## src/rtl/cordic_if.sv

```systemverilog
`default_nettype none
// ============================================================================
// Module   : cordic_if
// Brief    : Start/angle request and sin/cos result bundle for the CORDIC core
// Revision : 1.0
// ============================================================================
interface cordic_if;
    logic       i_start;
    logic [7:0] i_angle;
    logic [7:0] o_sin;
    logic [7:0] o_cos;
    logic       o_done;

    modport master (
        output i_start,
        output i_angle,
        input  o_sin,
        input  o_cos,
        input  o_done
    );

    modport slave (
        input  i_start,
        input  i_angle,
        output o_sin,
        output o_cos,
        output o_done
    );
endinterface
`default_nettype wire

```

## src/rtl/cordic.sv

```systemverilog
`default_nettype none
// ============================================================================
// Module   : cordic
// Brief    : Rotation-mode CORDIC, 8 micro-rotations, Q2.6 sin/cos outputs
// Revision : 1.0
// ============================================================================
module cordic (
    input  logic    i_clk,
    input  logic    i_rst,
    cordic_if.slave bus
);

    localparam logic [1:0] S_IDLE = 2'd0;
    localparam logic [1:0] S_BUSY = 2'd1;
    localparam logic [1:0] S_DONE = 2'd2;

    // 1/K in Q2.10 (0.60725 * 1024)
    localparam logic signed [11:0] c_inv_k = 12'sd622;

    logic [1:0]         r_state;
    logic [1:0]         w_next;
    logic [2:0]         r_iter;
    logic signed [11:0] r_x;
    logic signed [11:0] r_y;
    logic signed [11:0] r_z;
    logic signed [7:0]  r_sin;
    logic signed [7:0]  r_cos;
    logic               r_done;

    logic               w_load;
    logic               w_step;
    logic               w_finish;
    logic signed [11:0] w_atan;
    logic signed [11:0] w_xs;
    logic signed [11:0] w_ys;

    function automatic logic signed [7:0] round_sat(input logic signed [11:0] v);
        logic signed [12:0] s;
        s = $signed({v[11], v}) + 13'sd8;
        s = s >>> 4;
        if (s > 13'sd127)
            return 8'sh7f;
        else if (s < -13'sd128)
            return 8'sh80;
        return s[7:0];
    endfunction

    always_ff @(posedge i_clk or negedge i_rst) begin
        if (!i_rst)
            r_state <= S_IDLE;
        else
            r_state <= w_next;
    end

    always_comb begin
        w_next = r_state;
        case (r_state)
            S_IDLE:  w_next = bus.i_start ? S_BUSY : S_IDLE;
            S_BUSY:  w_next = (r_iter == 3'd7) ? S_DONE : S_BUSY;
            S_DONE:  w_next = bus.i_start ? S_BUSY : S_IDLE;
            default: w_next = S_IDLE;
        endcase
    end

    // DONE is the rounding cycle; the result and o_done register on its exit edge
    always_comb begin
        w_load   = 1'b0;
        w_step   = 1'b0;
        w_finish = 1'b0;
        case (r_state)
            S_IDLE:  w_load = bus.i_start;
            S_BUSY:  w_step = 1'b1;
            S_DONE: begin
                w_finish = 1'b1;
                w_load   = bus.i_start;
            end
            default: ;
        endcase
    end

    // atan(2^-i) rounded to Q2.10
    always_comb begin
        w_atan = 12'sd0;
        case (r_iter)
            3'd0:    w_atan = 12'sd804;
            3'd1:    w_atan = 12'sd475;
            3'd2:    w_atan = 12'sd251;
            3'd3:    w_atan = 12'sd127;
            3'd4:    w_atan = 12'sd64;
            3'd5:    w_atan = 12'sd32;
            3'd6:    w_atan = 12'sd16;
            3'd7:    w_atan = 12'sd8;
            default: w_atan = 12'sd0;
        endcase
    end

    assign w_xs = r_x >>> r_iter;
    assign w_ys = r_y >>> r_iter;

    always_ff @(posedge i_clk or negedge i_rst) begin
        if (!i_rst) begin
            r_x    <= 12'sd0;
            r_y    <= 12'sd0;
            r_z    <= 12'sd0;
            r_iter <= 3'd0;
        end else if (w_load) begin
            r_x    <= c_inv_k;
            r_y    <= 12'sd0;
            r_z    <= $signed({bus.i_angle, 4'b0000});
            r_iter <= 3'd0;
        end else if (w_step) begin
            if (!r_z[11]) begin
                r_x <= r_x - w_ys;
                r_y <= r_y + w_xs;
                r_z <= r_z - w_atan;
            end else begin
                r_x <= r_x + w_ys;
                r_y <= r_y - w_xs;
                r_z <= r_z + w_atan;
            end
            r_iter <= r_iter + 3'd1;
        end
    end

    always_ff @(posedge i_clk or negedge i_rst) begin
        if (!i_rst) begin
            r_sin  <= 8'sd0;
            r_cos  <= 8'sd0;
            r_done <= 1'b0;
        end else begin
            r_done <= w_finish;
            if (w_finish) begin
                r_sin <= round_sat(r_y);
                r_cos <= round_sat(r_x);
            end
        end
    end

    assign bus.o_sin  = r_sin;
    assign bus.o_cos  = r_cos;
    assign bus.o_done = r_done;

endmodule
`default_nettype wire

```

## src/flat_wrapper.sv

```systemverilog
// flat-port wrapper written by rule: the top's interface ports become plain ports
module cordic_flat 
  (i_clk, i_rst, bus_i_start, bus_i_angle, bus_o_sin, bus_o_cos, bus_o_done);
  cordic_if bus_i ();
  input  logic i_clk;
  input  logic i_rst;
  input wire logic [$bits(bus_i.i_start)-1:0] bus_i_start;
  input wire logic [$bits(bus_i.i_angle)-1:0] bus_i_angle;
  output wire logic [$bits(bus_i.o_sin)-1:0] bus_o_sin;
  output wire logic [$bits(bus_i.o_cos)-1:0] bus_o_cos;
  output wire logic [$bits(bus_i.o_done)-1:0] bus_o_done;
  assign bus_i.i_start = bus_i_start;
  assign bus_i.i_angle = bus_i_angle;
  assign bus_o_sin = bus_i.o_sin;
  assign bus_o_cos = bus_i.o_cos;
  assign bus_o_done = bus_i.o_done;
  cordic u_core (.i_clk(i_clk), .i_rst(i_rst), .bus(bus_i));
endmodule
```

## config.mk

```make
export PLATFORM = sky130hd
export DESIGN_NAME = cordic_flat
export DESIGN_NICKNAME = d
export VERILOG_FILES = /design/src/rtl/cordic_if.sv /design/src/rtl/cordic.sv /design/src/flat_wrapper.sv
export SDC_FILE = /design/constraint.sdc
export NUM_CORES = 1
export LEC_CHECK = 0
export CAP_MARGIN = 20
export CELL_PAD_IN_SITES_DETAIL_PLACEMENT = 2
export CELL_PAD_IN_SITES_GLOBAL_PLACEMENT = 2
export CORE_MARGIN = 1
export CORE_UTILIZATION = 41
export DETAILED_ROUTE_END_ITERATION = 16
export GPL_TIMING_DRIVEN = 1
export PLACE_DENSITY = 0.92
export SETUP_SLACK_MARGIN = 0.5
export SYNTH_ARGS = -nofsm -noshare
export SYNTH_HDL_FRONTEND = slang
export SYNTH_SLANG_ARGS = --single-unit
```

## constraint.sdc

```tcl
create_clock -name i_clk -period 6.9 [get_ports i_clk]
set_input_delay 1.725 -clock i_clk [delete_from_list [all_inputs] [get_ports i_clk]]
set_output_delay 1.725 -clock i_clk [all_outputs]
set_load 0.02 [all_outputs]
```

==> impl_results.md, run 1 <==
* Initial Utilization at 42.9%
* Most used DFF post-synth: dfrtp_1
* Antenna violations before repair at 0
* # diodes at 0
* Total gr overflow at 0
* Sequential area share after synthesis at 26.4%
* Ratio of cells with drive above 1 in the final layout at 7.48%
* Critical Path Slowest Stage Cell: dfrtp_1
* CTS Buf Count at 9
* Routed via count at 5373
* Setup crit end kind: flop
* Area grow syn2layout at 12.5%
* Max cap viols at 0
* Fmax at 183 MHz
* # IOs at 28
* Yosys warning total at 0
* Worst hold path class: flop to flop
* Final setup viols at 0
* Worst-case clock buffer depth at 2
* Sinks on the clock net at 58
* Pre-Repair DR Iteration Count at 5
* Delay of the slowest critical-path stage at 0.98 ns
* FF+latch area at 1450 um2
* Width of the die at 118 um
* Hold Vio Cnt, Final at 0
* Number of global-route vias before repair at 6204
* Post-route minimum period at 5.45 ns
* Post-synth cell types at 60
* Final layout net count at 711
* Critical path start-end classification: flop to flop
* Fill count at 1358
* Hold buffer count at CTS at 0
* Fin Setup TNS at 0 ns
* Syn avg cell area at 8.52 um2
* Hpwl dp at 13.7 mm
* Final worst slack at 1.45 ns
* Routed Antenna Nets at 0
* Drt initial violations at 338
* Unrepaired setup endpoints after global routing: no
* First-pass GRT wire length at 35.4 mm
* Worst EP arrival at 5.68 ns
* Pre-CTS WS at 1.90 ns
* Fin crit share at 79.0%
* Buffer count from post-CTS setup fixing at 0
* FFs w/ async S/R, synth at 100%
* DIE AREA at 13900 um2
* CTS tree: built
* Gate Count Post-Synth at 645
* Count of cells resized by post-cts repair at 0
* Multi-input logic area at 3760 um2
* Crit Path Max Fanout at 25
* EDFF count, synth at 0
* Core Area at 12800 um2
* CP required at 7.13 ns
* Port bufs at 27
* Status: completed
* Routed wire length at 22.1 mm
* Site row count at 41
* Most frequent cells in the layout: 63 x nor2_1, 58 x a21oi_1, 58 x dfrtp_1, 49 x nand2_1, 48 x o21ai_0
* CP Cell Sequence: inv_1 -> ha_1 -> nand2b_1 -> o21ai_0 -> o21ai_0 -> nor4_1 -> nor2_1 -> xnor2_1 -> ha_1 -> a21oi_1 -> nand2_1 -> a41o_1 -> a211oi_1 -> nor2_1 -> and3_1 -> o31ai_1 -> nand2_1
* Post-DR wirelength/cell at 26.8 um
* Fin Hold WS at 0.500 ns
* Worst-Skew Late Latency at 0.36 ns
* Die height at 118 um
* Routability cong. at 0.820
* Clock root buffer: clkbuf_16
* Via density at 6.50
* Most common cell after layout, fill and taps aside: nor2_1
* Worst-Margin Slew at 0.971 ns
* Kind of start point of the critical path: flop
* Synthesized cell area at 5500 um2
* GRT Util Overall at 33.5%
* Worst slew margin at 35.3%
* Slew Limit Fails at 0
* Reg clk slew, reported paths at 0.06 ns
* Register bit total from synthesis at 58
* Layout Skew at 0.00673 ns
* DRC viols at 0
* Syn nets at 706
* # H-tree levels at 3
* Largest net degree at the start of global routing at 59
cell type report:
class                           count  share of cell area (%)
Clock inverter                      6                    1.70
Inverter                           29                    1.76
Multi-Input combinational cell    518                    60.8
Clock buffer                       10                    3.70
Tap cell                          172                    3.48
Sequential cell                    58                    23.5
Timing Repair Buffer               34                    5.14
worst max-delay path, delay by kind of cell, from the launching register on:
family | cells | cell delay (ns)
adder cells (fa/ha/maj) | 2 | 0.66
XOR/XNOR | 1 | 0.23
flip-flops | 1 | 0.98
buffers and inverters | 1 | 0.54
AND/OR/NAND/NOR | 7 | 1.35
AO/OA/AOI/OAI | 6 | 1.57
through the flow:
step / area [um2] / util [%] / instances
6_report: 6190 / 48.2 / 827
4_1_cts: 6190 / 48.2 / 827
3_5_place_dp: 5850 / 45.6 / 811
2_1_floorplan: 5500 / - / 645
5_1_grt: 6190 / 48.2 / 827
3_3_place_gp: 5850 / 45.6 / 811
flip-flops by register name, summed over array words and instances (netlist names):
signal             flops
u_core.bus.o_sin       8
u_core.r_x            12
u_core.r_iter          3
u_core.bus.o_done      1
u_core.r_z            12
u_core.r_state         2
u_core.bus.o_cos       8
u_core.r_y            12
cell families after synthesis:
group	after synthesis	share of synthesized area [%]
AOI/OAI and AO/OA	185	20.6
xor gates and xnor gates	59	9.40
adders and majority gates	50	11.8
buffers and inverters	69	5.28
DFF	58	26.4
muxes	44	11.1
and+or+nand+nor	180	15.4
Yosys cell counts (all sizes together) (4+ instances only):
| cell | count | area share (%) |
|---|---|---|
| nor4 | 8 | 0.91 |
| a21oi | 58 | 5.3 |
| mux4 | 11 | 4.6 |
| nor3 | 9 | 0.91 |
| o31ai | 5 | 0.68 |
| clkbuf | 26 | 1.8 |
| inv | 28 | 1.9 |
| mux2i | 25 | 4.8 |
| xnor2 | 34 | 5.4 |
| mux2 | 8 | 1.7 |
| o21a | 6 | 0.82 |
| nor2 | 65 | 4.5 |
| a21o | 10 | 1.4 |
| nand2 | 49 | 3.3 |
| o21ai | 49 | 4.5 |
| and3 | 8 | 1.0 |
| o22ai | 11 | 1.3 |
| nor2b | 8 | 0.91 |
| a221oi | 4 | 0.64 |
| nand2b | 11 | 1.3 |
| xor2 | 25 | 4.0 |
| nand3 | 8 | 0.73 |
| dfrtp | 58 | 26 |
| buf | 14 | 1.5 |
| ha | 47 | 11 |
| a31oi | 11 | 1.3 |
| a22oi | 7 | 0.96 |
| nor3b | 5 | 0.77 |
path summary, 6_finish.rpt:
check,startpoint,endpoint,slack (ns),depth (start not counted)
hold / removal,u_core.bus.o_cos[2],u_core.bus.o_cos[2],0.50,1
max in group asynchronous,i_rst,u_core.r_x[8],4.82,2
min in group asynchronous,i_rst,u_core.r_y[3],1.55,2
setup / recovery,u_core.r_iter[1],u_core.r_z[11],1.45,17
hold reg to reg,u_core.bus.o_cos[2],u_core.bus.o_cos[2],0.50,1
setup reg to reg,u_core.r_iter[1],u_core.r_z[11],1.45,17
metal layers:
| metal | up-vias | wire length (um) | GRT usage, % |
|---|---|---|---|
| li1 | 2320 | - | - |
| met4 | 0 | 1360 | 22.4 |
| met5 | - | 0 | 0 |
| met2 | 209 | 11300 | 59.7 |
| met3 | 102 | 1100 | 7.46 |
| met1 | 2742 | 8340 | 35.0 |
Power of run 1 is left out: the tool's default activity adds up to more than one toggle a clock period on the data nets, which glitch-free logic cannot reach.
==> run 2: changes to the inputs <==
--- a/config.mk
+++ b/config.mk
@@ -9,10 +9,10 @@
 export CELL_PAD_IN_SITES_DETAIL_PLACEMENT = 2
 export CELL_PAD_IN_SITES_GLOBAL_PLACEMENT = 2
 export CORE_MARGIN = 1
-export CORE_UTILIZATION = 41
+export CORE_UTILIZATION = 34
 export DETAILED_ROUTE_END_ITERATION = 16
 export GPL_TIMING_DRIVEN = 1
-export PLACE_DENSITY = 0.92
+export PLACE_DENSITY = 0.82
 export SETUP_SLACK_MARGIN = 0.5
 export SYNTH_ARGS = -nofsm -noshare
 export SYNTH_HDL_FRONTEND = slang
==> constraint.sdc (replaced) <==
create_clock -name i_clk -period 5 [get_ports i_clk]
set_input_delay 1.25 -clock i_clk [delete_from_list [all_inputs] [get_ports i_clk]]
set_output_delay 1.25 -clock i_clk [all_outputs]
set_load 0.02 [all_outputs]
==> run 2 against run 1 <==
  * Clock skew down 0.0016 ns
  * Register-to-register slack got worse by 0.67 ns
  * Via count shrank 7.3%
  * Setup slack lost 0.67 ns
  * Die area is 20% higher
  * Critical path type unchanged
  * Critical endpoint is now u_core.r_z[10]
==> impl_results.md, run 2 (synthesized netlist as in run 1, its figures left out) <==
* Pre-Repair DR Iteration Count at 4 (-1)
* Via density at 5.69 (-12%)
* Routability cong. at 0.808 (-1.5%)
* Critical Path Slowest Stage Cell: dfrtp_1
* Clock root buffer: clkbuf_16
* Area grow syn2layout at 14.7%
* GRT Util Overall at 23.7% (-9.8 points)
* CTS Buf Count at 9 (unchanged)
* Width of the die at 129 um (+9.6%)
* Crit-path leading delay family: compound AO/OA/AOI/OAI gates
* Fill count at 1751 (+29%)
* # diodes at 0 (unchanged)
* Post-DR wirelength/cell at 21.2 um (-21%)
* Fin crit share at 84.4% (+5.4 points)
* Worst-case clock buffer depth at 2 (unchanged)
* Pre-CTS WS at 0.741 ns (-1.16 ns)
* Number of global-route vias before repair at 5572 (-10%)
* Hpwl dp at 13.4 mm (-2.3%)
* Fin Setup TNS at 0 ns (unchanged)
* Drt initial violations at 188 (-44%)
* Largest regs: u_core.r_x x12, u_core.r_y x12, u_core.r_z x12
* Routed wire length at 18.5 mm (-16%)
* Worst EP arrival at 4.49 ns (-1.19 ns)
* Routed Antenna Nets at 0 (unchanged)
* CP required at 5.27 ns (-1.86 ns)
* Layout Skew at 0.00514 ns (-0.00159 ns)
* Worst-Margin Slew at 0.946 ns (-0.0255 ns)
* Met1 usage at 27.5% (-7.5 points)
* CP bufs+invs at 2 (+1)
* Met3 Track Usage GR at 3.47% (-4.0 points)
* Ratio of cells with drive above 1 in the final layout at 8.50% (+1.0 points)
* Antenna violations before repair at 0 (unchanged)
* Final worst slack at 0.779 ns (-0.670 ns)
* Largest net degree at the start of global routing at 41 (-31%)
* Met2 Use GR at 44.3% (-15 points)
* Max cap viols at 0 (unchanged)
* Count of cells resized by post-cts repair at 0 (unchanged)
* Kind of start point of the critical path: flop
* Hold Vio Cnt, Final at 0 (unchanged)
* DRC viols at 0 (unchanged)
* Sinks on the clock net at 58 (unchanged)
* Post-place instance area at 5940 um2 (+1.5%)
* Most frequent cells in the layout: 63 x nor2_1, 58 x a21oi_1, 58 x dfrtp_1, 49 x nand2_1, 48 x o21ai_0
* Site row count at 46 (+12%)
* Final setup viols at 0 (unchanged)
* Final layout net count at 715 (+0.56%)
* Critical path start-end classification: flop to flop
* Core Area at 15800 um2 (+23%)
* Buffer count from post-CTS setup fixing at 0 (unchanged)
* Routed via count at 4983 (-7.3%)
* Status: completed
* Crit Path Max Fanout at 14 (-44%)
* Unrepaired setup endpoints after global routing: yes
* Worst slew margin at 36.4% (+1.1 points)
* Fmax at 237 MHz (+29%)
* Slew Limit Fails at 0 (unchanged)
* CP Cell Sequence: inv_1 -> ha_1 -> nor2_1 -> inv_1 -> ha_1 -> mux2_2 -> ha_1 -> nor2b_1 -> o21ai_0 -> a21boi_0 -> o21ai_0 -> nand2b_1 -> a21o_1 -> a41o_1 -> mux2_2 -> o21ai_0
* First-pass GRT wire length at 30.1 mm (-15%)
* # H-tree levels at 3 (unchanged)
* Worst-Skew Late Latency at 0.35 ns (about the same)
* Design Area, Final at 6300 um2 (+1.9%)
* Post-route minimum period at 4.22 ns (-1.23 ns)
* Worst hold path class: flop to flop
* Most common cell after layout, fill and taps aside: nor2_1
* Reg clk slew, reported paths at 0.05 ns (about the same)
* DIE AREA at 16700 um2 (+20%)
* Port bufs at 27 (unchanged)
* Initial Utilization at 34.7% (-8.1 points)
* Setup crit end kind: flop
* Delay of the slowest critical-path stage at 0.38 ns (-0.60 ns)
* Total gr overflow at 0 (unchanged)
* Gr busiest metal: met2
* CTS tree: built
* Die height at 129 um (+9.6%)
* # IOs at 28 (unchanged)
* Hold buffer count at CTS at 0 (unchanged)
* Fin Hold WS at 0.477 ns (-0.0236 ns)
run 2: changes by cell type in the layout (fill, tap and decap cells not counted):
cell / delta
buf_4: +3
buf_6: +1
clkbuf_1: -1
clkbuf_8: +2
clkinv_2: -1
clkinvlp_4: +1
inv_1: -1
o41ai_1: -1
o41ai_2: +1
run 2: final timing paths:
check | from | end | slack, ns | cells past startpoint
max reg2reg | u_core.r_iter[1] | u_core.r_z[10] | 0.78 | 16
min reg2reg | u_core.bus.o_sin[2] | u_core.bus.o_sin[2] | 0.48 | 1
min in group asynchronous | i_rst | u_core.r_y[8] | 0.97 | 1
max | u_core.r_iter[1] | u_core.r_z[10] | 0.78 | 16
min | u_core.bus.o_sin[2] | u_core.bus.o_sin[2] | 0.48 | 1
max in group asynchronous | i_rst | u_core.r_x[2] | 3.12 | 2
run 2: layout make-up:
cell class	instances	area, um2	area share (%)
inverter	29	113	1.79
clock buffer	11	253	4.01
multi-input combinational	518	3770	59.7
clock inverter	5	100	1.59
timing repair buffer	38	352	5.58
tap	216	270	4.29
sequential	58	1450	23.0
run 2: through the flow:
| stage | cells | util (%) |
|---|---|---|
| after detailed placement | 859 | 37.5 |
| after CTS | 875 | 39.7 |
| final | 875 | 39.8 |
| after global placement | 859 | 37.5 |
| after global routing | 875 | 39.8 |
| after floorplan | 645 | - |
run 2: per-layer routing:
layer,vias up,wire (um)
met2,73,9890
li1,2328,-
met5,-,0
met4,0,333
met1,2559,7880
met3,23,399
Power of run 2 is left out for the same reason.
==> run 3: changes to the inputs <==
--- a/config.mk
+++ b/config.mk
@@ -9,10 +9,10 @@
 export CELL_PAD_IN_SITES_DETAIL_PLACEMENT = 2
 export CELL_PAD_IN_SITES_GLOBAL_PLACEMENT = 2
 export CORE_MARGIN = 1
-export CORE_UTILIZATION = 34
+export CORE_UTILIZATION = 38
 export DETAILED_ROUTE_END_ITERATION = 16
 export GPL_TIMING_DRIVEN = 1
-export PLACE_DENSITY = 0.82
+export PLACE_DENSITY = 0.86
 export SETUP_SLACK_MARGIN = 0.5
 export SYNTH_ARGS = -nofsm -noshare
 export SYNTH_HDL_FRONTEND = slang
==> constraint.sdc (replaced) <==
create_clock -name i_clk -period 3.98 [get_ports i_clk]
set_input_delay 0.995 -clock i_clk [delete_from_list [all_inputs] [get_ports i_clk]]
set_output_delay 0.995 -clock i_clk [all_outputs]
set_load 0.02 [all_outputs]
==> run 3 against run 2 <==
  * The run now ends with negative setup slack left
  * Worst hold slack better by 0.015 ns
  * Setup slack worse by 1.1 ns
  * Core utilization is 15 points higher
  * Non-clock buffer count is 97 higher
==> impl_results.md, run 3 (synthesized netlist as in run 1, its figures left out) <==
* Final std cells w/o fill at 937 (+7.1%)
* Placed Cells at 845 (-1.6%)
* Multi-input logic area at 4430 um2 (+18%)
* Layout Skew at 0.0142 ns (+0.00907 ns)
* Design Area, Final at 7730 um2 (+23%)
* Cells on worst reg2reg path at 16 (unchanged)
* Die height at 122 um (-5.3%)
* Pre-Repair DR Iteration Count at 5 (+1)
* Number of global-route vias before repair at 6938 (+25%)
* Max cap viols at 0 (unchanged)
* Hpwl dp at 15.3 mm (+15%)
* Most frequent cells in the layout: 94 x buf_4, 53 x dfrtp_1, 49 x nand2_1, 47 x nor2_1, 33 x ha_1
* Critical path start-end classification: flop to flop
* Worst EP arrival at 4.49 ns (about the same)
* Worst hold path class: flop to flop
* Initial Utilization at 39.3% (+4.6 points)
* Worst slew margin at 18.9% (-18 points)
* # H-tree levels at 3 (unchanged)
* Drt initial violations at 730 (+290%)
* Post-place instance area at 6100 um2 (+2.8%)
* Largest net degree at the start of global routing at 35 (-15%)
* Final setup viols at 8 (+8)
* RR Endpoint: u_core.r_x[11]
* Port bufs at 27 (unchanged)
* Via density at 6.93 (+22%)
* Setup slack on the worst flop-to-flop path at -0.31 ns (-1.09 ns)
* Worst-Margin Slew at 1.21 ns (+0.260 ns)
* Total gr overflow at 0 (unchanged)
* Reg clk slew, reported paths at 0.07 ns (+0.02 ns)
* Routed wire length at 34.4 mm (+86%)
* DIE AREA at 15000 um2 (-10%)
* # IOs at 28 (unchanged)
* Hold buffer count at CTS at 0 (unchanged)
* Crit Path Max Fanout at 8 (-6)
* Fill count at 1421 (-19%)
* Routed via count at 6498 (+30%)
* CP required at 4.18 ns (-1.09 ns)
* CTS Buf Count at 9 (unchanged)
* Worst setup endpoint: u_core.r_x[11]
* Hold_sp: u_core.bus.o_cos[6]
* Setup crit end kind: flop
* Status: complete, but fails checks
* Sinks on the clock net at 58 (unchanged)
* Fin Setup TNS at -1.48 ns (-1.48 ns)
* Post-DR wirelength/cell at 36.8 um (+74%)
* Clock root buffer: clkbuf_16
* Failing checks: negative setup slack
* Ratio of cells with drive above 1 in the final layout at 37.0% (+29 points)
* Kind of start point of the critical path: flop
* Width of the die at 122 um (-5.3%)
* Antenna violations before repair at 1 (+1)
* First-pass GRT wire length at 43.7 mm (+45%)
* Hold Vio Cnt, Final at 0 (unchanged)
* Area grow syn2layout at 40.7%
* Fin Hold WS at 0.492 ns (+0.0152 ns)
* FF+latch area at 1460 um2 (+0.43%)
* Core Area at 14000 um2 (-12%)
* CTS tree: built
* Fin crit share at 108% (+23 points)
* Site row count at 43 (-6.5%)
* Unrepaired setup endpoints after global routing: yes
* GRT Util Overall at 40.5% (+17 points)
* Largest regs: u_core.r_x x12, u_core.r_y x12, u_core.r_z x12
* Worst-Skew Late Latency at 0.38 ns (+0.03 ns)
* Slew Limit Fails at 0 (unchanged)
* Most common cell after layout, fill and taps aside: buf_4
* Routability cong. at 0.903 (+12%)
* Fmax at 233 MHz (-1.6%)
* DRC viols at 0 (unchanged)
* Reg-to-reg critical path startpoint: u_core.r_iter[2]
* Critical Path Start: u_core.r_iter[2]
* Post-route minimum period at 4.29 ns (+0.0676 ns)
* Final layout net count at 812 (+14%)
* Worst-case clock buffer depth at 2 (unchanged)
* Final worst slack at -0.309 ns (-1.09 ns)
* Routed Antenna Nets at 0 (unchanged)
run 3: cell types whose count changed in the layout (fill, tap and decap cells not counted), moves of 7 or more:
cell	delta
mux2i_2	+7
a21oi_1	-27
ha_2	+7
ha_1	-14
o21ai_2	+13
buf_4	+84
o21ai_0	-19
mux2i_1	-12
nor2_1	-16
a21oi_2	+24
ha_4	+7
nor2_2	+11
run 3: layout make-up:
| cell class | instances | area share, % |
|---|---|---|
| antenna | 1 | 0.0324 |
| inverter | 29 | 1.47 |
| timing repair buffer | 135 | 15.6 |
| sequential | 58 | 18.8 |
| tap | 180 | 2.91 |
| multi-input combinational | 518 | 57.3 |
| clock inverter | 7 | 0.906 |
| clock buffer | 9 | 2.91 |
run 3: worst max-delay path: stages (launching register included):
cell and delay [ns]:
dfrtp_2 0.48, buf_12 0.19, mux2i_4 0.30, mux2i_2 0.15, buf_4 0.17, mux2i_2 0.38
nand2_1 0.21, nor2_2 0.26, nor2_1 0.15, xor2_1 0.21, ha_1 0.36, a31oi_2 0.23
nor2_1 0.07, o21a_1 0.23, o41ai_4 0.31, xnor2_1 0.23, o22ai_1 0.17
run 3: worst min-delay path by stage:
stage | cells past startpoint | to | slack [ns]
after detailed placement | 1 | u_core.bus.o_sin[4] | 0.48
after global routing | 1 | u_core.bus.o_sin[2] | 0.54
final | 2 | u_core.bus.o_cos[6] | 0.49
after CTS | 1 | u_core.bus.o_sin[4] | 0.49
after floorplan | 2 | u_core.r_z[2] | 0.46
after global placement | 1 | u_core.bus.o_sin[4] | 0.46
run 3: metal layers:
layer  global-route usage (%)  share of wire [%]  vias up
li1                         -                  -     2524
met4                     30.2                7.5        0
met1                     44.4                 38     3267
met2                     67.9                 46      496
met5                        0                  0        -
met3                     9.57                8.8      211
run 3: per-stage QoR:
stage	setup slack, ns	utilization [%]
floorplan	0.499	-
global placement	0.162	43.5
detailed placement	-0.127	43.6
CTS	0.196	50.8
global route	-0.307	55.3
finish	-0.309	55.3
run 3: what timing repair did:
item / CTS / global route
gates cloned: 2 / 0
hold endpoints to repair: 0 / 0
endpoints found under the setup margin: 17 / 18
buffers inserted: 41 / 32
pin swaps: 39 / 56
resized for setup: 92 / 91
Power of run 3 is left out for the same reason.
